[config.mk]
export PLATFORM = sky130hd
export DESIGN_NAME = rr_arbiter_16
export DESIGN_NICKNAME = d
export VERILOG_FILES = /design/src/rtl/rr_arbiter_16.sv
export SDC_FILE = /design/constraint.sdc
export NUM_CORES = 1
export LEC_CHECK = 0
export CORE_AREA = 2 2 145 76
export CTS_BUF_LIST = sky130_fd_sc_hd__clkbuf_2 sky130_fd_sc_hd__clkbuf_4 sky130_fd_sc_hd__clkbuf_8
export DETAILED_ROUTE_END_ITERATION = 7
export DIE_AREA = 0 0 147 78
export DONT_BUFFER_PORTS = 1
export MAX_ROUTING_LAYER = met4
export SYNTH_ARGS = -nofsm -noshare
export SYNTH_HDL_FRONTEND = slang
export SYNTH_SLANG_ARGS = --single-unit
[constraint.sdc]
create_clock -name clk -period 6.6 [get_ports clk]
set_input_delay 0.99 -clock clk [delete_from_list [all_inputs] [get_ports clk]]
set_output_delay 0.99 -clock clk [all_outputs]
set_load 0.03 [all_outputs]
[src/rtl/rr_arbiter_16.sv]
// rr_arbiter_16: 16-way round-robin arbiter with registered one-hot grant and ready handshake; define RR_ARB_LOCK_EN to add the lock input
module rr_arbiter_16 #(
  parameter logic [3:0] PTR_INIT = 4'd0
) (
  input  logic        clk,
  input  logic        rst_n,
  input  logic [15:0] req,
  output logic [15:0] gnt,
  output logic        gnt_valid,
  input  logic        gnt_ready
`ifdef RR_ARB_LOCK_EN
  ,
  input  logic        lock
`endif
);
  typedef enum logic {IDLE, GRANT} state_t;
  state_t      state;
  logic [3:0]  ptr, widx, base, win;
  logic [15:0] win_oh;
  logic        any, hold;
  // Binary index of the currently held grant
  always_comb begin
    widx = '0;
    for (int i = 0; i < 16; i++) widx = gnt[i] ? (widx | 4'(i)) : widx;
  end
  // Scan starts at the pointer the transfer would produce, so back-to-back grants need no extra cycle
  always_comb begin
    base = (state == GRANT) ? widx + 4'd1 : ptr;
    win  = '0;
    for (int i = 15; i >= 0; i--) win = req[base + 4'(i)] ? base + 4'(i) : win;
    win_oh = 16'd1 << win;
    any    = |req;
  end
  // A locked transfer keeps the current winner and pointer as long as it still requests
`ifdef RR_ARB_LOCK_EN
  always_comb hold = lock & req[widx];
`else
  always_comb hold = 1'b0;
`endif
  // Grant state machine with registered outputs
  always_ff @(posedge clk or negedge rst_n) begin
    if (!rst_n) begin
      state     <= IDLE;
      gnt       <= '0;
      gnt_valid <= 1'b0;
      ptr       <= PTR_INIT;
    end else begin
      case (state)
        IDLE: if (any) begin
          state     <= GRANT;
          gnt       <= win_oh;
          gnt_valid <= 1'b1;
        end
        GRANT: if (gnt_ready && !hold) begin
          ptr       <= widx + 4'd1;
          state     <= any ? GRANT : IDLE;
          gnt       <= any ? win_oh : '0;
          gnt_valid <= any;
        end
        default: state <= IDLE;
      endcase
    end
  end
endmodule

======== Yosys cells after proc, flatten, opt, wreduce, memory -nomap -nowiden ========
Cells that the tools add are included.
storage, ports and cells
  register bits ........................... 22
  latch bits .............................. 0
  memory bits (writable) .................. 0
  ROM bits ................................ 0
  input bits .............................. 19
  word-level logic and storage cells ...... 117
  memories kept ........................... 0
cells by class
  $add $sub $neg .......................... 16
  multipliers ............................. 0
  div/mod/pow operators ................... 0
  magnitude comparators ................... 16
  equality and inequality tests ........... 2
  shift-type cells ........................ 1
  mux-type cells .......................... 74
  bitwise operators ....................... 1
  reductions and logical operators ........ 3
operators with widths
  cell                                                 count
  two-way mux 4 bit                                    25
  < comparator 4 x 5 -> 1 bit (second input constant)  16
  binary-select mux 1 bit (select 4 bit)               16
  two-way mux 16 bit                                   3
  adder 4 bit (second input constant)                  8
  case mux 16 bit (2 select lines)                     1
  two-way mux 1 bit                                    21
  adder 4 x 3 -> 4 bit (second input constant)         4
  OR reduction 16 bit                                  1
  << shifter 1 x 4 -> 16 bit (first input constant)    1
  two-way mux 3 bit                                    4
  adder 4 x 1 -> 4 bit (second input constant)         2
  adder 4 x 2 -> 4 bit (second input constant)         2
  two-way mux 2 bit                                    2
  != test 2 bit (second input constant)                2
  case mux 1 bit (2 select lines)                      2
  AND reduction 2 bit                                  2
  NOT 1 bit                                            1

======== Longest topological paths before layout ========
Gate-level depths: netlist of the first run.
  depth in word-level cells ............... 40
  gate-level depth with buffers ........... 22
  mapped depth without buffers ............ 18

======== Least setup slack after synthesis of the first run ========
Ideal clock, no wire load.
  path kind ............................... register to register
  start point ............................. register gnt[15]
  end point ............................... register gnt[9]
  data arrival time ....................... 5.552 ns
  data required time ...................... 6.479 ns
  setup slack ............................. 0.927 ns
  stages on the path, launching flop included .. 21
  buffers on the path ..................... 3
  path through ............................ dfrtp_1 -> nor4_1 -> and2_1 -> buf_6 -> buf_2 -> inv_1 -> ha_1 -> and2_1 -> clkbuf_1 -> a21oi_1 -> inv_1 -> ha_1 -> xnor2_1 -> mux4_2 -> mux2_2 -> and2_1 -> a221oi_1 -> o2bb2ai_1 -> a31oi_2 -> nor2_1 -> a22o_1
on the way
  word-level cells in the longest chain between the ends .. 26
  elaborated cells between the ends (all ways) .. 71
  classes of those cells .................. add/sub (16); shift (1); mux (54)
RTL lines
  item                                     line  source
  start, declared                          8     output logic [15:0] gnt,
  start signal, assigned                   51    gnt <= win_oh;
  start signal, assigned                   57    gnt <= any ? win_oh : '0;
  two-way mux 4 bit *                      24    for (int i = 0; i < 16; i++) widx = gnt[i] ? (widx | 4'(i)) : widx;
  adder 4 x 1 -> 4 bit *                   28    base = (state == GRANT) ? widx + 4'd1 : ptr;
  two-way mux 4 bit *                      28
  adder 4 bit                              30    for (int i = 15; i >= 0; i--) win = req[base + 4'(i)] ? base + 4'(i) : win;
  binary-select mux 1 bit (select 4 bit)   30
  two-way mux 1 bit (implied by the code)  30
  two-way mux 4 bit (15 in series)         30
  two-way mux 4 bit *                      30
  << shifter 1 x 4 -> 16 bit *             31    win_oh = 16'd1 << win;
  two-way mux 16 bit                       57
  two-way mux 16 bit                       54    GRANT: if (gnt_ready && !hold) begin
  case mux 16 bit (2 select lines) *       48    case (state)
Every way passes the cells marked *; elsewhere a longest branch is shown, timed or not. The select of a mux whose other input is x is not followed.
A chain may end at the register's enable or synchronous reset.

======== Worst setup path after layout of the first run ========
  start point ............................. register gnt[13]
  end point ............................... register gnt[9]
on the way
  word-level cells in the longest chain between the ends .. 28
  elaborated cells between the ends (all ways) .. 73
  classes of those cells .................. add/sub (16); shift (1); mux (56)
RTL lines
  item                                     line
  two-way mux 4 bit * (3 in series)        24
  adder 4 x 1 -> 4 bit *                   28
  two-way mux 4 bit *                      28
  adder 4 bit                              30
  binary-select mux 1 bit (select 4 bit)   30
  two-way mux 1 bit (implied by the code)  30
  two-way mux 4 bit (15 in series)         30
  two-way mux 4 bit *                      30
  << shifter 1 x 4 -> 16 bit *             31
  two-way mux 16 bit                       57
  two-way mux 16 bit                       54
  case mux 16 bit (2 select lines) *       48
Marks and branches as above.

==> flow_metrics.env, run 1 <==
export IMPL_gp_congestion=0.943
export IMPL_cp_common_cell="buf_4"
export IMPL_synth_top_cell_by_area="dfrtp_1"
export IMPL_tns_ns=0
export IMPL_finalSetupViolCount=0
export IMPL_viasPerCell=6.26
export IMPL_dp_slack_ns=0.834
export IMPL_cts_tree="done"
export IMPL_end_kind="flop"
export IMPL_nNetsFinal=413
export IMPL_rows=26
export IMPL_detail_route_antenna_nets=0
export IMPL_setup_ws_ns=0.769
export IMPL_dieWidth_um=147
export IMPL_path_cells="nor4_1, and2_1, buf_4, inv_1, ha_1, and2_1, a21oi_1, buf_4, ha_1, clkinv_1, mux4_2, mux2i_1, buf_4, nand2b_1, a2111o_1, o2111ai_1, o31ai_1, nor2_1, a22o_1"
export IMPL_ys_top_cells_by_count="nor2_1, mux2i_1, nand2_1, dfrtp_1, a21oi_1"
export IMPL_rsz0062_at_grt="no"
export IMPL_syn_num_nets=418
export IMPL_max_freq_mhz=172
export IMPL_timing_final_crit_share_pct=88.3
export IMPL_synth_distinct_cells=79
export IMPL_cts_resized_gates=0
export IMPL_cts_path_max_buffers=2
export IMPL_io_buffers=0
export IMPL_cts_sinks=22
export IMPL_start_util_pct=34.9
export IMPL_grt_max_degree=32
export IMPL_grt_util_all_layers_pct=19.3
export IMPL_core_area_um2=10100
export IMPL_wire_per_inst_um=20.5
export IMPL_ys_seq_area_share_pct=15.6
export IMPL_grt_pass1_vias=3198
export IMPL_status="completed"
export IMPL_area_delta_synth_final_pct=5.69
export IMPL_maxCapViolCount=0
export IMPL_synth_edf_count=0
export IMPL_clk_latency_ns=0.26
export IMPL_criticalPathCategory="reg2reg"
export IMPL_dpl_hpwl_um=8290
export IMPL_fin_worst_skew_ns=0.00930
export IMPL_crit_path_max_incr_delay_ns=0.63
export IMPL_synth_seq_cells=22
export IMPL_synth_top_flop_cell="dfrtp_1"
export IMPL_clk_pin_slew_ns=0.08
export IMPL_yosys_warnings=0
export IMPL_synth_area_um2=3520
export IMPL_root_buffer="clkbuf_8"
export IMPL_async_flop_share_pct=100
export IMPL_dieHeight_um=78
export IMPL_yosysTopAreaCellShare_pct=15.6
export IMPL_syn_inst=391
export IMPL_drtIter0Drc=372
export IMPL_cts_max_level=1
export IMPL_design_area_um2=3720
export IMPL_drv_slew=0
export IMPL_num_antenna_cells=0
export IMPL_antenna_found_initial=0
export IMPL_hold_violations=0
export IMPL_avgSynthCellArea_um2=9.00
export IMPL_crit_fanout=14
export IMPL_cts_made_buffers=3
export IMPL_placed_cell_area_um2=3650
export IMPL_cts_hold_buf=0
export IMPL_remaining_drc_errors=0
export IMPL_worstPathArrival_ns=5.99
export IMPL_vias=3289
export IMPL_layout_drive_gt1_share_pct=18.7
export IMPL_fin_crit_ns=5.83
export IMPL_post_cts_setup_buffer_count=0
export IMPL_maxSlewHeadroom_pct=27.8
export IMPL_worstPathRequired_ns=6.76
export IMPL_ios=36
export IMPL_synthTopCellsByArea="dfrtp_1, mux4_2, mux2i_1"
export IMPL_tightest_slew_ns=1.08
export IMPL_die_area_um2=11500
export IMPL_hold_path_class="in2async"
export IMPL_crit_path_start_kind="flop"
export IMPL_wl_um=10800
export IMPL_cpMaxStageDelayCell="mux4_2"
export IMPL_synth_most_common_cell="nor2_1"
export IMPL_dr_pass1_iters=5
export IMPL_grt_pass1_wl_um=17300
export IMPL_grt_overflow_total=0
registers in the layout (all words and copies together) (netlist names):
name / cells
gnt: 16
gnt_valid: 1
ptr: 4
state: 1
area by class of cell:
class                      instances  area, um2
tap                              140        175
clock inverter                     1       30.0
sequential                        22        551
fill                            1035       6360
clock buffer                       3       41.3
timing repair buffer               8       60.1
multi-input combinational        340       2820
inverter                          11       43.8
critical path: cells and delay by family (launching register included):
kind,cells,cell delay (ns)
buffers and inverters,5,1.17
AND/OR/NAND/NOR,5,1.13
adder cells (fa/ha/maj),2,0.73
flip-flops,1,0.55
multiplexers,2,0.81
AO/OA/AOI/OAI,5,1.31
cell families (layout without fill, tap and decap cells):
logic type | after synthesis | count (layout) | synth area share (%)
AO/OA/AOI/OAI | 112 | 112 | 24.6
XOR/XNOR | 11 | 11 | 3.16
adder cells (fa/ha/maj) | 8 | 8 | 2.84
buffers and inverters | 29 | 23 | 4.27
flip-flops | 22 | 22 | 15.6
multiplexers | 78 | 78 | 30.1
AND/OR/NAND/NOR | 131 | 131 | 19.3
layout by cell type, fill, tap and decap left out, types with 7 or more instances in the layout:
cell type | Yosys | routed
mux2_2 | 15 | 15
a21oi_1 | 18 | 18
o21ai_0 | 13 | 13
mux4_2 | 17 | 17
xnor2_1 | 9 | 9
inv_1 | 8 | 8
nand2_1 | 31 | 31
o21ai_1 | 11 | 11
o221ai_1 | 7 | 7
nor3_1 | 7 | 7
dfrtp_1 | 22 | 22
and2_1 | 8 | 8
nor4_1 | 8 | 8
ha_1 | 8 | 8
nor2_1 | 35 | 35
nand3_1 | 10 | 10
a22o_1 | 9 | 9
mux2i_1 | 34 | 34
buf_4 | 1 | 8
metal layers:
metal  share of wire (%)  GRT usage, %
met1                  45          26.1
met2                  45          29.6
met4                 1.6          5.10
met5                   0             -
met3                 8.9          4.00
final timing paths:
path	from	end	slack, ns	cells after the start
worst max-delay path	gnt[13]	gnt[9]	0.77	19
worst max register to register	gnt[13]	gnt[9]	0.77	19
max in group asynchronous	rst_n	ptr[0]	6.11	0
min in group clk	ptr[2]	ptr[2]	0.49	2
worst min register to register	ptr[2]	ptr[2]	0.49	2
worst min-delay path	rst_n	gnt[14]	0.41	0
per-stage QoR:
step           util, %  hold slack (ns)  instances
2_1_floorplan        -            0.450        391
3_3_place_gp      36.2            0.468        521
3_5_place_dp      36.2            0.472        521
4_1_cts           36.9            0.407        525
5_1_grt           36.9            0.385        525
6_report          36.9            0.410        525
Power of run 1 is left out: the tool's default activity adds up to more than one toggle a clock period on the data nets, which glitch-free logic cannot reach.
==> run 2, diff against run 1 <==
CORE_AREA = 4 4 147 78   (was 2 2 145 76)
DIE_AREA = 0 0 151 82   (was 0 0 147 78)
==> flow_metrics.env, run 2 (synthesis results as in run 1) <==
export IMPL_path_delay_family="simple AND/OR/NAND/NOR gates"
export IMPL_path_cells="nor4_1, and2_1, inv_1, ha_1, and2_1, a21oi_1, buf_4, ha_1, clkinv_1, mux4_2, mux2i_1, nand2b_1, a2111o_1, o2111ai_1, o31ai_1, nor2_1, a22o_1"
export IMPL_max_flop_register="gnt"
export IMPL_start_util_pct=34.9
export IMPL_grt_pass1_vias=3128
export IMPL_post_cts_setup_buffer_count=0
export IMPL_cts_hold_buf=0
export IMPL_hold_path_class="in2async"
export IMPL_remaining_drc_errors=0
export IMPL_hold_violations=0
export IMPL_finalSetupViolCount=0
export IMPL_timing_final_crit_share_pct=86.8
export IMPL_layout_common_cells="nor2_1, mux2i_1, nand2_1, dfrtp_1, a21oi_1"
export IMPL_dieWidth_um=151
export IMPL_detail_route_antenna_nets=0
export IMPL_root_buffer="clkbuf_8"
export IMPL_fin_worst_skew_ns=0.00994
export IMPL_tightest_slew_ns=1.04
export IMPL_ios=36
export IMPL_area_delta_synth_final_pct=5.69
export IMPL_die_area_um2=12400
export IMPL_drtIter0Drc=362
export IMPL_critPathBufInv=3
export IMPL_cts_resized_gates=0
export IMPL_top_regs="gnt: 16 flops, ptr: 4 flops"
export IMPL_rsz0062_at_grt="no"
export IMPL_cts_max_level=1
export IMPL_grt_pass1_wl_um=18100
export IMPL_clk_pin_slew_ns=0.08
export IMPL_core_area_um2=10100
export IMPL_vias=3315
export IMPL_criticalPathCategory="reg2reg"
export IMPL_fin_crit_ns=5.73
export IMPL_cts_path_max_buffers=2
export IMPL_max_freq_mhz=174
export IMPL_gp_congestion=1.01
export IMPL_grt_util_all_layers_pct=19.0
export IMPL_end_kind="flop"
export IMPL_status="completed"
export IMPL_crit_path_start_kind="flop"
export IMPL_maxCapViolCount=0
export IMPL_dieHeight_um=82
export IMPL_dpl_hpwl_um=8460
export IMPL_dr_pass1_iters=5
export IMPL_worstPathRequired_ns=6.74
export IMPL_num_antenna_cells=0
export IMPL_rows=26
export IMPL_worstPathArrival_ns=5.88
export IMPL_drv_slew=0
export IMPL_crit_path_max_incr_delay_ns=0.60
export IMPL_cts_tree="done"
export IMPL_maxSlewHeadroom_pct=30.5
export IMPL_cts_made_buffers=3
export IMPL_wire_per_inst_um=21.5
export IMPL_clk_latency_ns=0.26
export IMPL_layout_drive_gt1_share_pct=18.7
export IMPL_crit_fanout=13
export IMPL_wl_um=11300
export IMPL_nNetsFinal=413
export IMPL_tns_ns=0
export IMPL_cpMaxStageDelayCell="mux4_2"
export IMPL_mostFrequentLayoutCell="nor2_1"
export IMPL_grt_max_degree=32
export IMPL_grt_overflow_total=0
export IMPL_antenna_found_initial=0
export IMPL_largest_reg_flops=16
export IMPL_viasPerCell=6.31
export IMPL_io_buffers=0
export IMPL_cts_sinks=22
-- run 2: final timing paths --
path / start / to / slack (ns) / cells after the start
worst max-delay path: gnt[15] / gnt[9] / 0.87 / 17
worst min-delay path: rst_n / gnt[13] / 0.41 / 0
worst max register to register: gnt[15] / gnt[9] / 0.87 / 17
worst min register to register: ptr[2] / ptr[2] / 0.51 / 2
max in group asynchronous: rst_n / ptr[0] / 6.11 / 0
min in group clk: ptr[2] / ptr[2] / 0.51 / 2
-- run 2: through the flow --
| stage | setup slack, ns | hold slack [ns] | util, % | area, um2 | instances |
|---|---|---|---|---|---|
| 6_report | 0.868 | 0.407 | 36.9 | 3720 | 525 |
| 4_1_cts | 1.03 | 0.409 | 36.9 | 3720 | 525 |
| 3_5_place_dp | 1.09 | 0.509 | 36.2 | 3650 | 521 |
| 2_1_floorplan | 0.927 | 0.450 | - | 3520 | 391 |
| 5_1_grt | 0.510 | 0.399 | 36.9 | 3720 | 525 |
| 3_3_place_gp | 1.16 | 0.469 | 36.2 | 3650 | 521 |
-- run 2: final cells by class --
| class | instances | area (um2) |
|---|---|---|
| Timing Repair Buffer | 8 | 60.1 |
| Tap cell | 140 | 175 |
| Fill cell | 1021 | 6360 |
| Clock inverter | 1 | 30.0 |
| Clock buffer | 3 | 41.3 |
| Multi-Input combinational cell | 340 | 2820 |
| Inverter | 11 | 43.8 |
| Sequential cell | 22 | 551 |
-- run 2: routing by layer --
metal  track usage (%)  vias to the layer above  routed length (um)  share of wire [%]
li1                  -                     1523                   -                  -
met1              27.7                     1617                5220                 46
met5                 -                        -                   0                  0
met4              3.98                        0                 134                1.2
met3              2.32                       16                 964                8.6
met2              28.3                      159                4950                 44
Power of run 2 is left out for the same reason.
